==> src/rtl/grf_pkg.sv <==
// Shared widths, zero-register index and log entry layout for the general register file.
package grf_pkg;

  localparam int unsigned ADDR_W   = 5;
  localparam int unsigned DATA_W   = 32;
  localparam int unsigned PC_W     = 32;
  localparam int unsigned NUM_REGS = 1 << ADDR_W;
  localparam int unsigned ZERO_REG = 0;

  typedef struct packed {
    logic [PC_W-1:0]   pc;
    logic [ADDR_W-1:0] addr;
    logic [DATA_W-1:0] data;
  } log_entry_t;

  localparam int unsigned LOG_W = $bits(log_entry_t);

  function automatic log_entry_t make_entry(input logic [PC_W-1:0]   pc,
                                            input logic [ADDR_W-1:0] addr,
                                            input logic [DATA_W-1:0] data);
    log_entry_t e;
    e.pc   = pc;
    e.addr = addr;
    e.data = data;
    return e;
  endfunction

endpackage

==> src/rtl/grf_log_fifo.sv <==
// Write-log FIFO: push/pop in the same cycle always succeeds; a push into a full FIFO
// without a pop is dropped and latches a sticky overflow flag.
module grf_log_fifo #(
  parameter int unsigned DEPTH = 4,
  parameter int unsigned WIDTH = 69
) (
  input  logic                     clk,
  input  logic                     rst_n,
  input  logic                     push,
  input  logic [WIDTH-1:0]         push_data,
  input  logic                     pop,
  output logic                     valid,
  output logic [WIDTH-1:0]         head,
  output logic [$clog2(DEPTH):0]   count,
  output logic                     overflow
);

  localparam int unsigned PTR_W = $clog2(DEPTH);
  localparam int unsigned CNT_W = PTR_W + 1;

  logic [WIDTH-1:0] mem [DEPTH];
  logic [PTR_W-1:0] wr_ptr;
  logic [PTR_W-1:0] rd_ptr;
  logic [CNT_W-1:0] count_q;
  logic             ovf_q;
  logic             full;
  logic             do_push;
  logic             do_pop;
  logic             drop;

  assign full    = (count_q == CNT_W'(DEPTH));
  assign do_pop  = pop && (count_q != '0);
  assign do_push = push && (!full || do_pop);
  assign drop    = push && full && !do_pop;

  // Storage needs no reset: entries are only visible through the count.
  always_ff @(posedge clk) begin
    if (do_push) mem[wr_ptr] <= push_data;
  end

  always_ff @(posedge clk or negedge rst_n) begin
    if (!rst_n) begin
      wr_ptr  <= '0;
      rd_ptr  <= '0;
      count_q <= '0;
      ovf_q   <= 1'b0;
    end else begin
      if (do_push) wr_ptr <= wr_ptr + PTR_W'(1);
      if (do_pop)  rd_ptr <= rd_ptr + PTR_W'(1);
      if (do_push && !do_pop)      count_q <= count_q + CNT_W'(1);
      else if (!do_push && do_pop) count_q <= count_q - CNT_W'(1);
      if (drop) ovf_q <= 1'b1;
    end
  end

  assign valid    = (count_q != '0);
  assign head     = valid ? mem[rd_ptr] : '0;
  assign count    = count_q;
  assign overflow = ovf_q;

endmodule

==> src/rtl/grf.sv <==
// 32x32 general register file with same-cycle write bypass and a write-log FIFO
// that records every committed write for an external monitor.
module grf
  import grf_pkg::*;
#(
  parameter int unsigned LOG_DEPTH = 4
) (
  input  logic                      clk,
  input  logic                      reset_n,
  input  logic                      WD_RegWrite,
  input  logic [ADDR_W-1:0]         WD_WRA,
  input  logic [DATA_W-1:0]         WD_WRD,
  input  logic [PC_W-1:0]           WD_PCWhenWrite,
  input  logic [ADDR_W-1:0]         D_RA1,
  input  logic [ADDR_W-1:0]         D_RA2,
  output logic [DATA_W-1:0]         D_RD1,
  output logic [DATA_W-1:0]         D_RD2,
  output logic                      log_valid,
  input  logic                      log_ready,
  output logic [PC_W-1:0]           log_pc,
  output logic [ADDR_W-1:0]         log_addr,
  output logic [DATA_W-1:0]         log_data,
  output logic                      log_overflow,
  output logic [$clog2(LOG_DEPTH):0] log_count
);

  logic [DATA_W-1:0] regs [NUM_REGS];
  logic              wr_commit;
  logic              bypass_en;
  log_entry_t        push_e;
  log_entry_t        head_e;

  assign wr_commit = WD_RegWrite && (WD_WRA != ADDR_W'(ZERO_REG));
  // Bypass is suppressed during reset so reads see the cleared array.
  assign bypass_en = wr_commit && reset_n;

  // Register 0 is reset and never written, so it always reads zero.
  always_ff @(posedge clk or negedge reset_n) begin
    if (!reset_n) begin
      for (int i = 0; i < NUM_REGS; i++) regs[i] <= '0;
    end else if (wr_commit) begin
      regs[WD_WRA] <= WD_WRD;
    end
  end

  always_comb begin
    D_RD1 = regs[D_RA1];
    D_RD2 = regs[D_RA2];
    if (bypass_en && (WD_WRA == D_RA1)) D_RD1 = WD_WRD;
    if (bypass_en && (WD_WRA == D_RA2)) D_RD2 = WD_WRD;
  end

  assign push_e = make_entry(WD_PCWhenWrite, WD_WRA, WD_WRD);

  grf_log_fifo #(
    .DEPTH (LOG_DEPTH),
    .WIDTH (LOG_W)
  ) u_log_fifo (
    .clk       (clk),
    .rst_n     (reset_n),
    .push      (wr_commit),
    .push_data (push_e),
    .pop       (log_ready),
    .valid     (log_valid),
    .head      (head_e),
    .count     (log_count),
    .overflow  (log_overflow)
  );

  assign log_pc   = head_e.pc;
  assign log_addr = head_e.addr;
  assign log_data = head_e.data;

endmodule

==> config.mk <==
export PLATFORM = sky130hd
export DESIGN_NAME = grf
export DESIGN_NICKNAME = d
export VERILOG_FILES = /design/src/rtl/grf_pkg.sv /design/src/rtl/grf_log_fifo.sv /design/src/rtl/grf.sv
export SDC_FILE = /design/constraint.sdc
export NUM_CORES = 2
export LEC_CHECK = 0
export CORE_MARGIN = 2
export CORE_UTILIZATION = 50
export CTS_CLUSTER_DIAMETER = 80
export DETAILED_ROUTE_END_ITERATION = 7
export PLACE_DENSITY_LB_ADDON = 0.2
export SETUP_SLACK_MARGIN = 0.02
export SYNTH_ARGS = -nofsm -noshare
export SYNTH_HDL_FRONTEND = slang
export SYNTH_SLANG_ARGS = --single-unit
==> constraint.sdc <==
create_clock -name clk -period 4.4 [get_ports clk]
set_input_delay 1.32 -clock clk [delete_from_list [all_inputs] [get_ports clk]]
set_output_delay 1.32 -clock clk [all_outputs]
set_load 0.005 [all_outputs]
# After elaboration in Yosys (flattened, before gate mapping)
# Memory sizes are Yosys's and may differ from the RTL's.
# Index checks and enable logic that the tools add are counted.
totals:
  rom_bits: 0
  latchBits: 0
  wordCells: 85
  out_inout_bits: 138
  n_memories: 1
  mem_bits_rw: 276
  ff_bits: 1032
classes:
  muxes: 16
  eq_ne: 3
  n_reduce_logical: 18
  n_addsub: 4
  magnitude_cmp: 4
  n_shift: 0
  n_bitwise: 3
  div: 0
  n_mul: 0
mem_list:
  columns: ["memory", "depth", "word_bits", "rd", "rd_clocked_by_memory_dff", "write_ports", "line", "source"]
  rows:
  - ["u_log_fifo.mem", 4, 69, 1, 0, 1, "grf_log_fifo.sv:21", "logic [WIDTH-1:0] mem [DEPTH];"]
op_table:
  columns: ["cell", "count"]
  rows:
  - ["1024-bit bitwise mux", 1]
  - ["32-bit binary-select mux with 5-bit select", 2]
  - ["32-bit two-way mux", 7]
  - ["32-bit demux with 5-bit select", 1]
  - ["69-bit two-way mux", 1]
  - ["6-bit >= comparator, second input constant", 3]
  - ["5-bit inverter with 6-bit output", 3]
  - ["1-bit logical AND", 11]
  - ["5-bit == test", 2]
  - ["6-bit by 1-bit < comparator with 1-bit output, second input constant", 1]
  - ["3-bit two-way mux", 2]
  - ["5-bit nonzero test", 1]
  - ["2-bit by 1-bit adder with 2-bit output, second input constant", 2]
  - ["3-bit by 1-bit adder with 3-bit output, second input constant", 1]
  - ["3-bit == test, second input constant", 1]
  - ["1-bit logical NOT", 3]
  - ["3-bit nonzero test", 1]
  - ["3-bit by 1-bit subtractor with 3-bit output, second input constant", 1]
  - ["1-bit two-way mux", 2]
  - ["2-bit nonzero test", 1]
  - ["1-bit logical OR", 1]

# Logic depth before layout (Yosys ltp)
logic_depth:
  word_depth: 8
  mapped_depth: 11
  depth_no_buf: 9

# Hierarchy
# A second synthesis with hierarchy kept.
hier_totals:
  hier_cells: 3892
  area_unflattened_um2: 64580.7
modules_own_cells:
  columns: ["module", "area_per_inst_um2", "instances", "cells_each"]
  rows:
  - ["grf", 53636.4, 1, 3417]
  - ["grf_log_fifo", 10944.2, 1, 475]

# Worst setup path before layout
# Ideal clock, no wire load.
synth_path:
  path_type: "input to register"
  from: "input port WD_WRA[4]"
  to: "memory u_log_fifo.mem[0][0] (enable)"
  path_slack_ns: 0.139
  t_arrival_ns: 3.826
  n_path_buf: 2
  cell_stages: 6
  cell_sequence: "buf_2 -> nor3_1 -> a21boi_1 -> nor2b_1 -> clkbuf_1 -> and2_1"
synth_between:
  elab_chain_len: 5
synth_lines:
  columns: ["item", "line", "source"]
  rows:
  - ["from (decl)", "grf.sv:11", "input logic [ADDR_W-1:0] WD_WRA,"]
  - ["5-bit nonzero test", "grf.sv:33", "assign wr_commit = WD_RegWrite && (WD_WRA != ADDR_W'(ZERO_REG));"]
  - ["1-bit logical AND", "grf.sv:33", null]
  - ["1-bit logical AND", "grf_log_fifo.sv:33", "assign do_push = push && (!full || do_pop);"]
  - ["net u_log_fifo.do_push", "grf_log_fifo.sv:27", "logic do_push;"]
  - ["1-bit two-way mux", "grf_log_fifo.sv:38", "if (do_push) mem[wr_ptr] <= push_data;"]
  - ["1-bit two-way mux (implied by the code)", "grf_log_fifo.sv:38", null]
  - ["to (decl)", "grf_log_fifo.sv:21", null]
# The timed path passes the listed nets, and every way through them passes these cells.

# Worst setup path in the final report
layout_path:
  from: "input port D_RA2[0]"
  to: "output port D_RD2[9]"
layout_between:
  elab_chain_len: 5
  word_cells_on_any_way: 7
  cone_classes: "eq/ne (1); mux (4); bitwise (1); reduce/logical (1)"
layout_lines:
  columns: ["item", "line", "source"]
  rows:
  - ["from (decl)", "grf.sv:15", "input logic [ADDR_W-1:0] D_RA2,"]
  - ["5-bit inverter with 6-bit output (implied by the code)", "grf.sv:48", "D_RD2 = regs[D_RA2];"]
  - ["32-bit binary-select mux with 5-bit select", "grf.sv:48", null]
  - ["32-bit two-way mux (implied by the code) (2 in a row)", "grf.sv:48", null]
  - ["32-bit two-way mux (*)", "grf.sv:50", "if (bypass_en && (WD_WRA == D_RA2)) D_RD2 = WD_WRD;"]
  - ["to (decl)", "grf.sv:17", "output logic [DATA_W-1:0] D_RD2,"]
# Every way passes the cells marked *; elsewhere a longest branch is shown, timed or not. The select of a mux whose other input is x is not followed.

==> impl_metrics.env <==
export IMPL_seqCellArea_um2=34100
export IMPL_synthesis_instances=3929
export IMPL_starting_utilization_of_the_core_area=0.505
export IMPL_timing_max_transition_violations_final=0
export IMPL_die_height_um=363
export IMPL_synth_adder_area_share=0.00128
export IMPL_syn_avg_cell_area_um2=16.4
export IMPL_drc_violations_left=0
export IMPL_drt_first_iter_violations=4666
export IMPL_outcome="finished, violations left"
export IMPL_final_fill_count=8911
export IMPL_worstMarginPinSlew_ns=1.12
export IMPL_timing_critical_path_from_type="input port"
export IMPL_violations="setup timing"
export IMPL_cts_inserted_buffers=143
export IMPL_power_per_cell_area_nw_per_um2=465
export IMPL_yosysWarningCount=0
export IMPL_post_synth_instance_area_um2=64500
export IMPL_biggest_area_contributors_in_the_synthesized_netlist="sky130_fd_sc_hd__dfrtp_1 (40%), sky130_fd_sc_hd__mux4_2 (19%), sky130_fd_sc_hd__mux2_2 (18%)"
export IMPL_synth_area_in_compound_gates=0.0276
export IMPL_min_delay_path_class="input port to asynchronous set/reset pin"
export IMPL_finalWeightedCongestion=0.876
export IMPL_worst_endpoint_arrival_ns=3.26
export IMPL_finalSetupViolCount=45
export IMPL_total_power_mw=38.4
export IMPL_final_period_utilization=1.04
export IMPL_max_slew_margin_rel=0.250
export IMPL_setup_worst_path_class="input port to output pin"
export IMPL_growth_of_design_area_from_synthesis_to_finish_pct=27.9
export IMPL_clk_latency_ns=0.79
export IMPL_total_of_flip_flops_plus_latches_after_synthesis=1308
export IMPL_postSynth_asyncResetShare=0.789
export IMPL_seq_area_frac_synth=0.529
export IMPL_simple_gate_fraction_of_synth_area=0.0228
export IMPL_report_final_hold_viol_count=0
export IMPL_synth_largest_area_cell="sky130_fd_sc_hd__dfrtp_1"
export IMPL_worst_path_max_fanout=7
export IMPL_dpl_cell_area_um2=71800
export IMPL_cts_htree_levels=4
export IMPL_grt_start_max_net_pins=176
export IMPL_grt_pass1_vias=42319
export IMPL_antenna_cells=0
export IMPL_critical_path_endpoint_type="output pin"
export IMPL_floorplan_rows=131
export IMPL_synthFlopType="sky130_fd_sc_hd__dfrtp_1"
export IMPL_final_setup_worst_slack_ns=-0.182
export IMPL_finalWirelength_mm=216
export IMPL_fraction_of_final_layout_cells_sized_beyond_drive_strength_1=0.614
export IMPL_drv_max_cap_violation_count=0
export IMPL_number_of_sinks_on_the_clock_net=1308
export IMPL_synth_cells_most_frequent="sky130_fd_sc_hd__dfrtp_1 (1032), sky130_fd_sc_hd__mux2_2 (1024), sky130_fd_sc_hd__mux4_2 (551), sky130_fd_sc_hd__edfxtp_1 (276), sky130_fd_sc_hd__o22ai_1 (248)"
export IMPL_portBuffers=220
export IMPL_critical_path_required_ns=3.08
export IMPL_multi_input_area_um2=30600
export IMPL_core_area_um2=128000
export IMPL_wl_per_cell_um=34.1
export IMPL_track_usage=0.326
export IMPL_synth_fp_nets=4018
export IMPL_vias_per_cell=6.72
export IMPL_synth_top_area_frac=0.400
export IMPL_number_of_antenna_violations_at_the_first_check_in_global_routing=8
export IMPL_synthMostInstantiatedCell="sky130_fd_sc_hd__dfrtp_1"
export IMPL_grt_first_pass_wirelength_mm=308
export IMPL_final_core_util=0.645
export IMPL_die_w_um=363
export IMPL_die_footprint_um2=132000
export IMPL_vias=42465
export IMPL_grt_ovfl_total=0
export IMPL_fin_worst_skew_ns=0.0169
export IMPL_detail_route_first_pass_iterations=5
export IMPL_post_synth_xor_area_fraction=0.00217
export IMPL_finalWorstPathRequiredPeriod_ns=4.58
export IMPL_main_combinational_cell_family_by_area_after_synthesis="multiplexers"
export IMPL_regToRegSetupSlack_ns=1.90
export IMPL_clock_fmax_mhz=218
export IMPL_synth_area_mux_share=0.384
export IMPL_clock_tree_buffer_depth=3
export IMPL_layout_nets=4633
export IMPL_clkTransAtPathRegs_ns=0.06
export IMPL_whs_ns=0.331
export IMPL_vdd_drop_max_v=0.000419
export IMPL_design_portCount=221
export IMPL_synth_cell_type_count=46
export IMPL_tritoncts="done"
export IMPL_synth_enable_flop_cells=276
export IMPL_rsz0062_at_grt="yes"
export IMPL_dp_hpwl_mm=124
export IMPL_clock_root_buffer="sky130_fd_sc_hd__clkbuf_16"
export IMPL_post_route_cell_area_um2=82500
export IMPL_pre_cts_slack_ns=-1.20
export IMPL_power_static_leakage_nw=34.4
export IMPL_antenna_violating_nets_post_route=0
[placed cells by master, fill, tap and decap left out, types with 6 or more instances in the layout]
cell and instances:
sky130_fd_sc_hd__nor4_1 7, sky130_fd_sc_hd__nand2_4 6, sky130_fd_sc_hd__mux2i_1 8, sky130_fd_sc_hd__nor2_4 17, sky130_fd_sc_hd__nor2_1 7, sky130_fd_sc_hd__edfxtp_1 276
sky130_fd_sc_hd__buf_2 46, sky130_fd_sc_hd__mux4_1 26, sky130_fd_sc_hd__nor4_2 12, sky130_fd_sc_hd__buf_6 117, sky130_fd_sc_hd__bufinv_16 6, sky130_fd_sc_hd__buf_8 22
sky130_fd_sc_hd__o21ai_1 6, sky130_fd_sc_hd__clkdlybuf4s50_1 139, sky130_fd_sc_hd__mux2_2 1001, sky130_fd_sc_hd__clkinv_2 23, sky130_fd_sc_hd__clkbuf_1 41, sky130_fd_sc_hd__o22ai_1 100
sky130_fd_sc_hd__o21ai_4 9, sky130_fd_sc_hd__clkbuf_16 157, sky130_fd_sc_hd__nand2_1 29, sky130_fd_sc_hd__dfrtp_1 1030, sky130_fd_sc_hd__or4_4 29, sky130_fd_sc_hd__o22ai_4 50
sky130_fd_sc_hd__buf_12 191, sky130_fd_sc_hd__buf_16 38, sky130_fd_sc_hd__nand3b_1 10, sky130_fd_sc_hd__nand2_2 19, sky130_fd_sc_hd__o21ai_2 19, sky130_fd_sc_hd__xor2_1 9
sky130_fd_sc_hd__nor4_4 12, sky130_fd_sc_hd__clkbuf_8 23, sky130_fd_sc_hd__mux2_4 23, sky130_fd_sc_hd__buf_4 330, sky130_fd_sc_hd__o22ai_2 98, sky130_fd_sc_hd__mux4_2 553
sky130_fd_sc_hd__and2_1 70
[report_power, final]
group	internal [mW]	switching (mW)	leakage [nW]
Sequential	14.8	1.57	15.7
Clock	6.92	5.11	2.28
Combinational	6.07	3.94	16.4
Total	27.8	10.6	34.4
[metal layers]
metal	vias to the layer above	global-route usage	part of all wire
met5	-	0	0.00013
met4	4	0.125	0.041
met3	458	0.0672	0.090
met2	2106	0.497	0.46
met1	23081	0.464	0.41
li1	16816	-	-
[worst paths after layout]
path | start | endpoint | cells after the start
max | D_RA2[0] | D_RD2[9] | 10
min in group clk | regs[1005]$_DFFE_PN0P_ | regs[1005]$_DFFE_PN0P_ | 0
max in group asynchronous | reset_n | regs[272]$_DFFE_PN0P_ | 4
max reg2reg | u_log_fifo.count[0]$_DFFE_PN0P_ | u_log_fifo.count[2]$_DFFE_PN0P_ | 8
min | reset_n | regs[446]$_DFFE_PN0P_ | 1
min reg2reg | regs[1005]$_DFFE_PN0P_ | regs[1005]$_DFFE_PN0P_ | 0
[stage by stage]
stage	setup TNS, ns	cells
finish	-2.78	6322
global route	-4.36	6322
CTS	-2.95	6250
detailed placement	-56.53	5796
global placement	-58.03	5796
floorplan	0	3929
[worst max-delay path: stages]
cell	delay [ns]
sky130_fd_sc_hd__buf_16	0.14
sky130_fd_sc_hd__buf_16	0.15
sky130_fd_sc_hd__buf_8	0.13
sky130_fd_sc_hd__buf_12	0.12
sky130_fd_sc_hd__buf_6	0.11
sky130_fd_sc_hd__mux4_2	0.36
sky130_fd_sc_hd__o22ai_4	0.09
sky130_fd_sc_hd__nor4_4	0.47
sky130_fd_sc_hd__mux2_4	0.26
sky130_fd_sc_hd__buf_6	0.09
[sequential cells by signal, indices dropped and copies added (netlist names)]
register             cells
u_log_fifo.overflow      1
u_log_fifo.mem         276
u_log_fifo.wr_ptr        2
regs                  1024
u_log_fifo.count         3
u_log_fifo.rd_ptr        2
[timing repair]
item	CTS	global route
gates resized for setup	760	166
setup endpoints to repair	111	64
hold buffers	0	0
gates cloned	30	11
setup buffers	186	77
pin swaps	131	92
[cell families after synthesis]
logic type / count (synthesis)
XOR/XNOR: 16
buffers and inverters: 438
multiplexers: 1612
AND/OR/NAND/NOR: 259
flip-flops: 1308
adder cells (fa/ha/maj): 6
AO/OA/AOI/OAI: 290
[layout make-up]
type / instances / area share
inverters: 5 / 0.000228
repair buffers: 903 / 0.134
multi-input cells: 2183 / 0.370
clock inverters: 50 / 0.00619
clock buffers: 211 / 0.0503
flip-flops and latches: 1308 / 0.414
well taps: 1662 / 0.0252
Note: power is estimated with default switching activity, not from simulation.
